### config.mk
export PLATFORM = sky130hd
export DESIGN_NAME = temp_display
export DESIGN_NICKNAME = d
export VERILOG_FILES = /design/src/rtl/temp_display.sv
export SDC_FILE = /design/constraint.sdc
export NUM_CORES = 1
export LEC_CHECK = 0
export CAP_MARGIN = 20
export CORE_UTILIZATION = 50
export CTS_CLUSTER_DIAMETER = 30
export DETAILED_ROUTE_END_ITERATION = 16
export GPL_TIMING_DRIVEN = 1
export PLACE_DENSITY = 0.68
export RECOVER_POWER = 100
export SYNTH_ARGS = -nofsm -noshare
export SYNTH_HDL_FRONTEND = slang
export SYNTH_SLANG_ARGS = --single-unit
### constraint.sdc
create_clock -name CLK_IN -period 4.2 [get_ports CLK_IN]
set_input_delay 0.63 -clock CLK_IN [delete_from_list [all_inputs] [get_ports CLK_IN]]
set_output_delay 0.63 -clock CLK_IN [all_outputs]
set_load 0.05 [all_outputs]
### src/rtl/temp_display.sv
// Signed-temperature to four-digit multiplexed seven-segment display driver.
// A conversion FSM runs sequential double-dabble; a free-running scanner drives the digits.
module temp_display #(
    parameter int unsigned SCAN_DIV = 1
) (
    input  logic       CLK_IN,
    input  logic       CLR,
    input  logic [7:0] TEMP,
    output logic [6:0] SEG,
    output logic [3:0] AN,
    output logic       BUSY,
    output logic       RANGE_ERR
);

    localparam int unsigned DIV_W   = 16;
    localparam int unsigned BCD_W   = 12;
    localparam int unsigned MAG_W   = 8;
    localparam int unsigned SEG_W   = 7;
    localparam int unsigned SHIFT_N = 8;

    localparam logic [DIV_W-1:0] DIV_LAST  = DIV_W'(SCAN_DIV - 1);
    localparam logic [2:0]       SHIFT_END = 3'(SHIFT_N - 1);

    localparam logic signed [7:0] T_MIN = -8'sd55;
    localparam logic signed [7:0] T_MAX = 8'sd125;

    localparam logic [SEG_W-1:0] SEG_BLANK = 7'h00;
    localparam logic [SEG_W-1:0] SEG_DASH  = 7'h40;
    localparam logic [SEG_W-1:0] SEG_E     = 7'h79;
    localparam logic [SEG_W-1:0] SEG_R     = 7'h50;
    localparam logic [SEG_W-1:0] SEG_ZERO  = 7'h3F;

    typedef enum logic [1:0] {
        IDLE  = 2'd0,
        LOAD  = 2'd1,
        SHIFT = 2'd2,
        DONE  = 2'd3
    } state_t;

    state_t state;
    state_t state_next;

    logic [7:0]       cap;
    logic             sign;
    logic [MAG_W-1:0] mag;
    logic [BCD_W-1:0] bcd;
    logic [2:0]       bit_cnt;

    logic [SEG_W-1:0] disp_sign;
    logic [SEG_W-1:0] disp_hun;
    logic [SEG_W-1:0] disp_ten;
    logic [SEG_W-1:0] disp_one;

    logic [DIV_W-1:0] div_cnt;
    logic [1:0]       idx;

    logic             start_c;
    logic             in_range_c;
    logic [BCD_W-1:0] bcd_adj_c;
    logic [1:0]       idx_next_c;
    logic [SEG_W-1:0] seg_next_c;

    function automatic logic [SEG_W-1:0] digit_code(input logic [3:0] d);
        logic [SEG_W-1:0] code;
        case (d)
            4'd0:    code = 7'h3F;
            4'd1:    code = 7'h06;
            4'd2:    code = 7'h5B;
            4'd3:    code = 7'h4F;
            4'd4:    code = 7'h66;
            4'd5:    code = 7'h6D;
            4'd6:    code = 7'h7D;
            4'd7:    code = 7'h07;
            4'd8:    code = 7'h7F;
            4'd9:    code = 7'h6F;
            default: code = SEG_BLANK;
        endcase
        return code;
    endfunction

    function automatic logic [3:0] dabble(input logic [3:0] n);
        return (n >= 4'd5) ? 4'(n + 4'd3) : n;
    endfunction

    assign start_c    = (TEMP != cap);
    assign in_range_c = ($signed(cap) >= T_MIN) && ($signed(cap) <= T_MAX);
    assign bcd_adj_c  = {dabble(bcd[11:8]), dabble(bcd[7:4]), dabble(bcd[3:0])};

    // Conversion state register
    always_ff @(posedge CLK_IN) begin
        if (CLR) begin
            state <= IDLE;
        end else begin
            state <= state_next;
        end
    end

    // Conversion next-state logic
    always_comb begin
        state_next = state;
        case (state)
            IDLE:    if (start_c) state_next = LOAD;
            LOAD:    state_next = SHIFT;
            SHIFT:   if (bit_cnt == SHIFT_END) state_next = DONE;
            DONE:    state_next = IDLE;
            default: state_next = IDLE;
        endcase
    end

    // Capture, double-dabble datapath and atomic display update
    always_ff @(posedge CLK_IN) begin
        if (CLR) begin
            cap       <= 8'h00;
            sign      <= 1'b0;
            mag       <= '0;
            bcd       <= '0;
            bit_cnt   <= '0;
            BUSY      <= 1'b0;
            RANGE_ERR <= 1'b0;
            disp_sign <= SEG_BLANK;
            disp_hun  <= SEG_BLANK;
            disp_ten  <= SEG_BLANK;
            disp_one  <= SEG_ZERO;
        end else begin
            BUSY <= (state_next != IDLE);
            case (state)
                IDLE: begin
                    // Capture on the start edge so later TEMP changes cannot leak in
                    if (start_c) begin
                        cap     <= TEMP;
                        sign    <= TEMP[7];
                        mag     <= TEMP[7] ? 8'(~TEMP + 8'd1) : TEMP;
                        bcd     <= '0;
                        bit_cnt <= '0;
                    end
                end
                SHIFT: begin
                    {bcd, mag} <= {bcd_adj_c, mag} << 1;
                    bit_cnt    <= 3'(bit_cnt + 3'd1);
                end
                DONE: begin
                    if (in_range_c) begin
                        RANGE_ERR <= 1'b0;
                        disp_sign <= sign ? SEG_DASH : SEG_BLANK;
                        disp_hun  <= (bcd[11:8] == 4'd0) ? SEG_BLANK : digit_code(bcd[11:8]);
                        disp_ten  <= (bcd[11:4] == 8'd0) ? SEG_BLANK : digit_code(bcd[7:4]);
                        disp_one  <= digit_code(bcd[3:0]);
                    end else begin
                        RANGE_ERR <= 1'b1;
                        disp_sign <= SEG_BLANK;
                        disp_hun  <= SEG_E;
                        disp_ten  <= SEG_R;
                        disp_one  <= SEG_R;
                    end
                end
                default: ;
            endcase
        end
    end

    assign idx_next_c = 2'(idx + 2'd1);

    always_comb begin
        seg_next_c = SEG_BLANK;
        case (idx_next_c)
            2'd0:    seg_next_c = disp_one;
            2'd1:    seg_next_c = disp_ten;
            2'd2:    seg_next_c = disp_hun;
            default: seg_next_c = disp_sign;
        endcase
    end

    // Digit scanner, independent of the conversion FSM
    always_ff @(posedge CLK_IN) begin
        if (CLR) begin
            div_cnt <= '0;
            idx     <= 2'd3;
            AN      <= 4'b1111;
            SEG     <= SEG_BLANK;
        end else if (div_cnt == DIV_LAST) begin
            div_cnt <= '0;
            idx     <= idx_next_c;
            AN      <= ~(4'b0001 << idx_next_c);
            SEG     <= seg_next_c;
        end else begin
            div_cnt <= DIV_W'(div_cnt + 1'b1);
        end
    end

endmodule

==> results of run 1 <==
## power groups by stage
stage	clock, mW	combinational (mW)	sequential (mW)
6_report	0.659	0.805	1.20
5_1_grt	0.720	0.887	1.21
4_1_cts	0.680	0.843	1.20
3_5_place_dp	0	0.839	1.22
3_3_place_gp	0	0.830	1.22
2_1_floorplan	0	0.612	1.26
## metrics by stage
| stage | power (mW) | instance area [sq um] | hold WS (ns) | setup WS, ns | util, % |
|---|---|---|---|---|---|
| after floorplan | 1.87 | 5610 | 0.425 | 1.43 | - |
| after global placement | 2.05 | 5870 | 0.439 | 0.764 | 53.9 |
| after global routing | 2.82 | 6030 | 0.486 | 0.490 | 55.4 |
| after detailed placement | 2.06 | 5870 | 0.445 | 0.667 | 53.9 |
| final | 2.66 | 6030 | 0.457 | 0.758 | 55.4 |
| after CTS | 2.72 | 6080 | 0.460 | 1.08 | 55.9 |
## final timing paths
path,to,slack [ns]
max,flop,0.76
min,SEG[5],0.46
max reg2reg,flop,1.23
min reg2reg,SEG[5],0.46
## kinds of logic (layout without fill, tap and decap cells)
logic type,Yosys count,after routing,synth area share [%]
simple gates,243,243,21.6
fa+ha+maj,38,38,8.48
xor+xnor,26,26,4.46
flops,107,107,38.2
compound gates,143,143,18.6
buf+inv,77,84,5.74
mux,16,16,2.86
## area by class of cell
| class | count | area, sq um | area share (%) |
|---|---|---|---|
| Tap cell | 140 | 175 | 2.91 |
| Inverter | 39 | 146 | 2.43 |
| Multi-Input combinational cell | 466 | 3100 | 51.4 |
| Sequential cell | 107 | 2140 | 35.5 |
| Clock buffer | 9 | 124 | 2.06 |
| Timing Repair Buffer | 29 | 255 | 4.24 |
| Clock inverter | 7 | 85.1 | 1.41 |
## cells in the final DEF (no fill, tap or decap), types with 14 or more instances in the layout
cell type	count
nor2_1	82
dlygate4sd3_1	14
nand2b_1	15
ha_1	38
dfxtp_1	107
o21ai_0	26
mux2i_1	16
a21oi_1	25
nand2_1	56
inv_1	38
nand4_1	15
nand3_1	17
## worst max-delay path: stages
cell,delay (ns)
dlygate4sd3_1,0.73
xnor2_2,0.15
nand4_1,0.39
o31a_1,0.53
o32a_1,0.25
nor2_1,0.24
inv_1,0.13
ha_1,0.31
and3_1,0.18
o31ai_1,0.19
## routing by layer
metal  GRT usage, %  up-vias
li1               -     2290
met4           7.05        0
met3           5.21       14
met5              0        -
met1           26.0     2147
met2           36.7       64
==> summary.md, run 1 <==
| Metric | Value |
|---|---|
| Worst vdd ir | 0.000353 V |
| Endpoint class of the critical path | flop |
| Sw frac | 35.9% |
| CTS Buf Count | 9 |
| Tcrit/Tclk final | 82.0% |
| Cell Rows | 38 |
| DRC | 0 |
| First-pass GRT wire length | 19.4 mm |
| CTS Hold Bufs | 0 |
| Max Cap Viol | 0 |
| Port bufs | 22 |
| Count leader, synth | dfxtp_1 |
| Root buf cell | clkbuf_8 |
| R2R cell count | 10 |
| Post-layout net count | 700 |
| Hold crit path type | reg2reg |
| Die Ht | 108 um |
| Internal power | 1.71 mW |
| Fill cells | 1027 |
| Starting density of the core | 51.5% |
| Final Max Tran Viols | 0 |
| CP Data Required Time | 4.51 ns |
| Non-Filler Instances | 797 |
| Worst r2r src | state[0] |
| Final HPWL DP | 8.42 mm |
| Post-CTS Resized | 0 |
| Tightest Pin Transition | 1.25 ns |
| Post-synth EDFFs | 0 |
| Sink Count | 107 |
| Distinct cells, synth | 60 |
| FMAX | 0.291 GHz |
| Vias in the first global route | 4153 |
| Highest routed layer | met4 |
| Clk pwr share | 24.7% |
| WHS Path Cells | 2 |
| Arr. time, crit path | 3.75 ns |
| Antenna Cells | 0 |
| TritonRoute pass-1 iters | 6 |
| GRT Residual Overflow | 0 |
| Post-Syn Instances | 650 |
| Worst-Skew Late Latency | 0.39 ns |
| Routed Antenna Nets | 0 |
| FFs w/ async S/R, synth | 0% |
| Met3 WL | 403 um |
| Worst Setup SP | TEMP[2] |
| Area Overhead vs Synth | 7.52% |
| Wire per inst | 14.6 um |
| Slew HR | 16.5% |
| Ranking of synthesized cells by area | dfxtp_1, ha_1, nor2_1, nand2_1, mux2i_1 |
| Post-Place Cells | 781 |
| Min-delay src | SEG[5] |
| Gpl congestion | 0.897 |
| Initial antenna violation count | 0 |
| Final hold vios | 0 |
| Mapped Area | 5610 sq um |
| Crit path launch type | input pin |
| Reg power frac | 45.0% |
| Clock Skews | 0.0134 ns |
| Status | finished clean |
| Post-CTS Setup Bufs | 0 |
| Largest net degree at the start of global routing | 46 |
| Synth cell count leaders | dfxtp_1, nor2_1, nand2_1 |
| Combinational share of power | 30.2% |
| GRT Util Overall | 21.4% |
| M1 WL | 5.54 mm |
| Met2 routed WL | 5.52 mm |
| Syn_nets | 698 |
| CTS tree | yes |
| Via count | 4515 |
| Number of H-tree levels | 3 |
| Syn. warnings | 0 |
| Number of synthesized register bits | 107 |
| DR vias/cell | 5.66 |
| Crit Path Category | in2reg |
| CTS max path bufs | 2 |
| CTS clk-pin slew, worst paths | 0.11 ns |
| RSZ-0062 raised after global routing | no |
| Core footprint | 10900 sq um |
| Syn avg cell area | 8.62 sq um |
| Post-Route WL | 11.6 mm |
| Die area | 11600 sq um |
| Leakage dissipation | 2.26 nW |
| Sequential element share of the synthesized area | 38.2% |
| # IOs | 23 |
| Top_reg_cell synth | dfxtp_1 |
| Share of Yosys cell area claimed by the top area cell type | 38.2% |
| Post-synth top area cell | dfxtp_1 |
| CP max FO | 10 |
| Setup TNS | 0 ns |
| Chip Width | 108 um |
| # setup viols final | 0 |
| Post-layout min period | 3.44 ns |
| Share of cells above drive strength 1 | 5.02% |
| Power Density | 442 nW/um^2 |
| DRC violation total after the first TritonRoute iteration | 321 |
| Psw | 0.956 mW |
Power figures use the tool's default switching activity.
==> run 2, diff against run 1 <==
- clock period: 4.2 -> 3.45 ns (I/O delays scaled with it)
==> run 2 against run 1 <==
- final area up 1.0%
- largest power group unchanged
- final cell count is 1.5% higher
- clock skew is 0.0017 ns higher
- clock power rose by 11%
- global-route usage is 0.90 points higher
- critical path type unchanged
- highest routed layer unchanged
==> summary.md, run 2 (synthesized netlist as in run 1, its figures left out) <==
| Metric | Value |
|---|---|
| Die Ht | 108 um |
| Setup TNS | 0 ns |
| DRC | 0 |
| TritonRoute pass-1 iters | 7 |
| Core footprint | 10900 sq um |
| Initial antenna violation count | 0 |
| Wire per inst | 14.7 um |
| Leakage dissipation | 2.31 nW |
| Crit Path Category | in2reg |
| Number of H-tree levels | 3 |
| Hold Crit Endpoint | mag[0] |
| Final Max Tran Viols | 0 |
| Worst r2r src | state[0] |
| GRT Util Overall | 22.3% |
| Crit path launch type | input pin |
| CP Data Required Time | 3.72 ns |
| Vias in the first global route | 4480 |
| Endpoint class of the critical path | flop |
| First-pass GRT wire length | 20.4 mm |
| Post-Route WL | 11.9 mm |
| CTS tree | yes |
| Multi-input logic area | 3100 sq um |
| CTS Buf Count | 9 |
| Tcrit/Tclk final | 90.9% |
| Non-Filler Instances | 809 |
| Tightest Pin Transition | 1.07 ns |
| Sink Count | 107 |
| Worst vdd ir | 0.000357 V |
| Commonest non-fill, non-tap cell in the layout | dfxtp_1 |
| Routed Antenna Nets | 0 |
| Share of cells above drive strength 1 | 6.73% |
| DR vias/cell | 5.67 |
| Max Cap Viol | 0 |
| Psw | 1.17 mW |
| Sw frac | 36.4% |
| Post-layout min period | 3.14 ns |
| Post-layout net count | 712 |
| Die area | 11600 sq um |
| Cell Rows | 38 |
| Antenna Cells | 0 |
| Hold crit path type | in2reg |
| Setup slack, reg-to-reg | 0.42 ns |
| WHS Path Cells | 2 |
| Fill cells | 1023 |
| Hold Slack | 0.444 ns |
| Combinational share of power | 31.8% |
| GRT Residual Overflow | 0 |
| CP max FO | 9 |
| Post-CTS Resized | 0 |
| Final hold vios | 0 |
| Starting density of the core | 51.5% |
| CTS Hold Bufs | 0 |
| FF+latch area | 2140 sq um |
| Worst-Skew Late Latency | 0.38 ns |
| Internal power | 2.05 mW |
| Clock Skews | 0.0151 ns |
| Post-Place Cells | 793 |
| Post-CTS Setup Bufs | 0 |
| Area Overhead vs Synth | 8.59% |
| Final HPWL DP | 8.72 mm |
| RSZ-0062 raised after global routing | no |
| Largest net degree at the start of global routing | 41 |
| Commonest non-fill, non-tap cells in the layout | dfxtp_1, nor2_1, nand2_1 |
| R2R cell count | 10 |
| CTS max path bufs | 2 |
| CTS clk-pin slew, worst paths | 0.10 ns |
| Power Density | 529 nW/um^2 |
| Gpl congestion | 0.852 |
| FMAX | 0.319 GHz |
| Pwr Total | 3.22 mW |
| DRC violation total after the first TritonRoute iteration | 272 |
| Chip Width | 108 um |
| Arr. time, crit path | 3.40 ns |
| Min-delay src | CLR |
| # setup viols final | 0 |
| Clk pwr share | 22.6% |
| Slew HR | 28.0% |
| # IOs | 23 |
| Port bufs | 22 |
| Status | finished clean |
| Via count | 4591 |
| Reg power frac | 45.6% |
| Root buf cell | clkbuf_8 |
==> run 2: cell types whose count changed in the layout (fill, tap and decap cells not counted), sizes merged <==
| cell | previous run | this run |
|---|---|---|
| buf | 4 | 14 |
| clkbuf | 13 | 16 |
| bufinv | 1 | 0 |
==> run 2: layer usage <==
metal | GRT usage (%) | wire, um | up-vias
met5 | 0 | 0 | -
met4 | 7.83 | 223 | 0
met3 | 5.15 | 546 | 20
met2 | 39.5 | 5760 | 99
met1 | 26.0 | 5360 | 2161
li1 | - | - | 2311
==> run 2: critical path, cell delays in order <==
cell	delay, ns
dlygate4sd3_1	0.61
xnor2_1	0.26
nand4_4	0.20
o31ai_1	0.62
a22oi_1	0.28
nor2_1	0.26
inv_1	0.14
ha_1	0.22
o211ai_1	0.19
o22ai_1	0.09
==> run 2: through the flow <==
stage	cell area (sq um)	util (%)	setup slack, ns
2_1_floorplan	5610	-	0.796
3_3_place_gp	5960	54.8	0.209
3_5_place_dp	5960	54.8	0.0876
4_1_cts	6150	56.5	0.475
5_1_grt	6090	55.9	0.108
6_report	6090	55.9	0.315
==> run 2: worst max path at each step <==
stage          endpoint  cells past startpoint  startpoint  slack, ns
2_1_floorplan      flop                     11     TEMP[7]       0.80
3_3_place_gp       flop                     10     TEMP[0]       0.21
3_5_place_dp       flop                     10     TEMP[0]       0.09
4_1_cts            flop                     10    state[0]       0.47
5_1_grt            flop                     11     TEMP[6]       0.11
6_report           flop                     10     TEMP[6]       0.31
==> run 2: power groups by stage <==
stage	logic (mW)	clock network, mW	registers (mW)
CTS	1.09	0.755	1.47
global placement	1.05	0	1.49
floorplan	0.745	0	1.54
global route	1.13	0.797	1.49
finish	1.02	0.729	1.47
detailed placement	1.08	0	1.50
==> run 2: layout make-up <==
| cell class | instances | area share [%] |
|---|---|---|
| Multi-Input combinational cell | 466 | 50.9 |
| Inverter | 39 | 2.40 |
| Tap cell | 140 | 2.88 |
| Clock buffer | 10 | 2.26 |
| Clock inverter | 6 | 0.761 |
| Sequential cell | 107 | 35.2 |
| Timing Repair Buffer | 41 | 5.57 |
==> run 3, diff against run 2 <==
- CTS_BUF_LIST: default -> sky130_fd_sc_hd__clkbuf_8
==> results of run 3 <==
Final layout, timing and power as in run 2 (identical DEF).
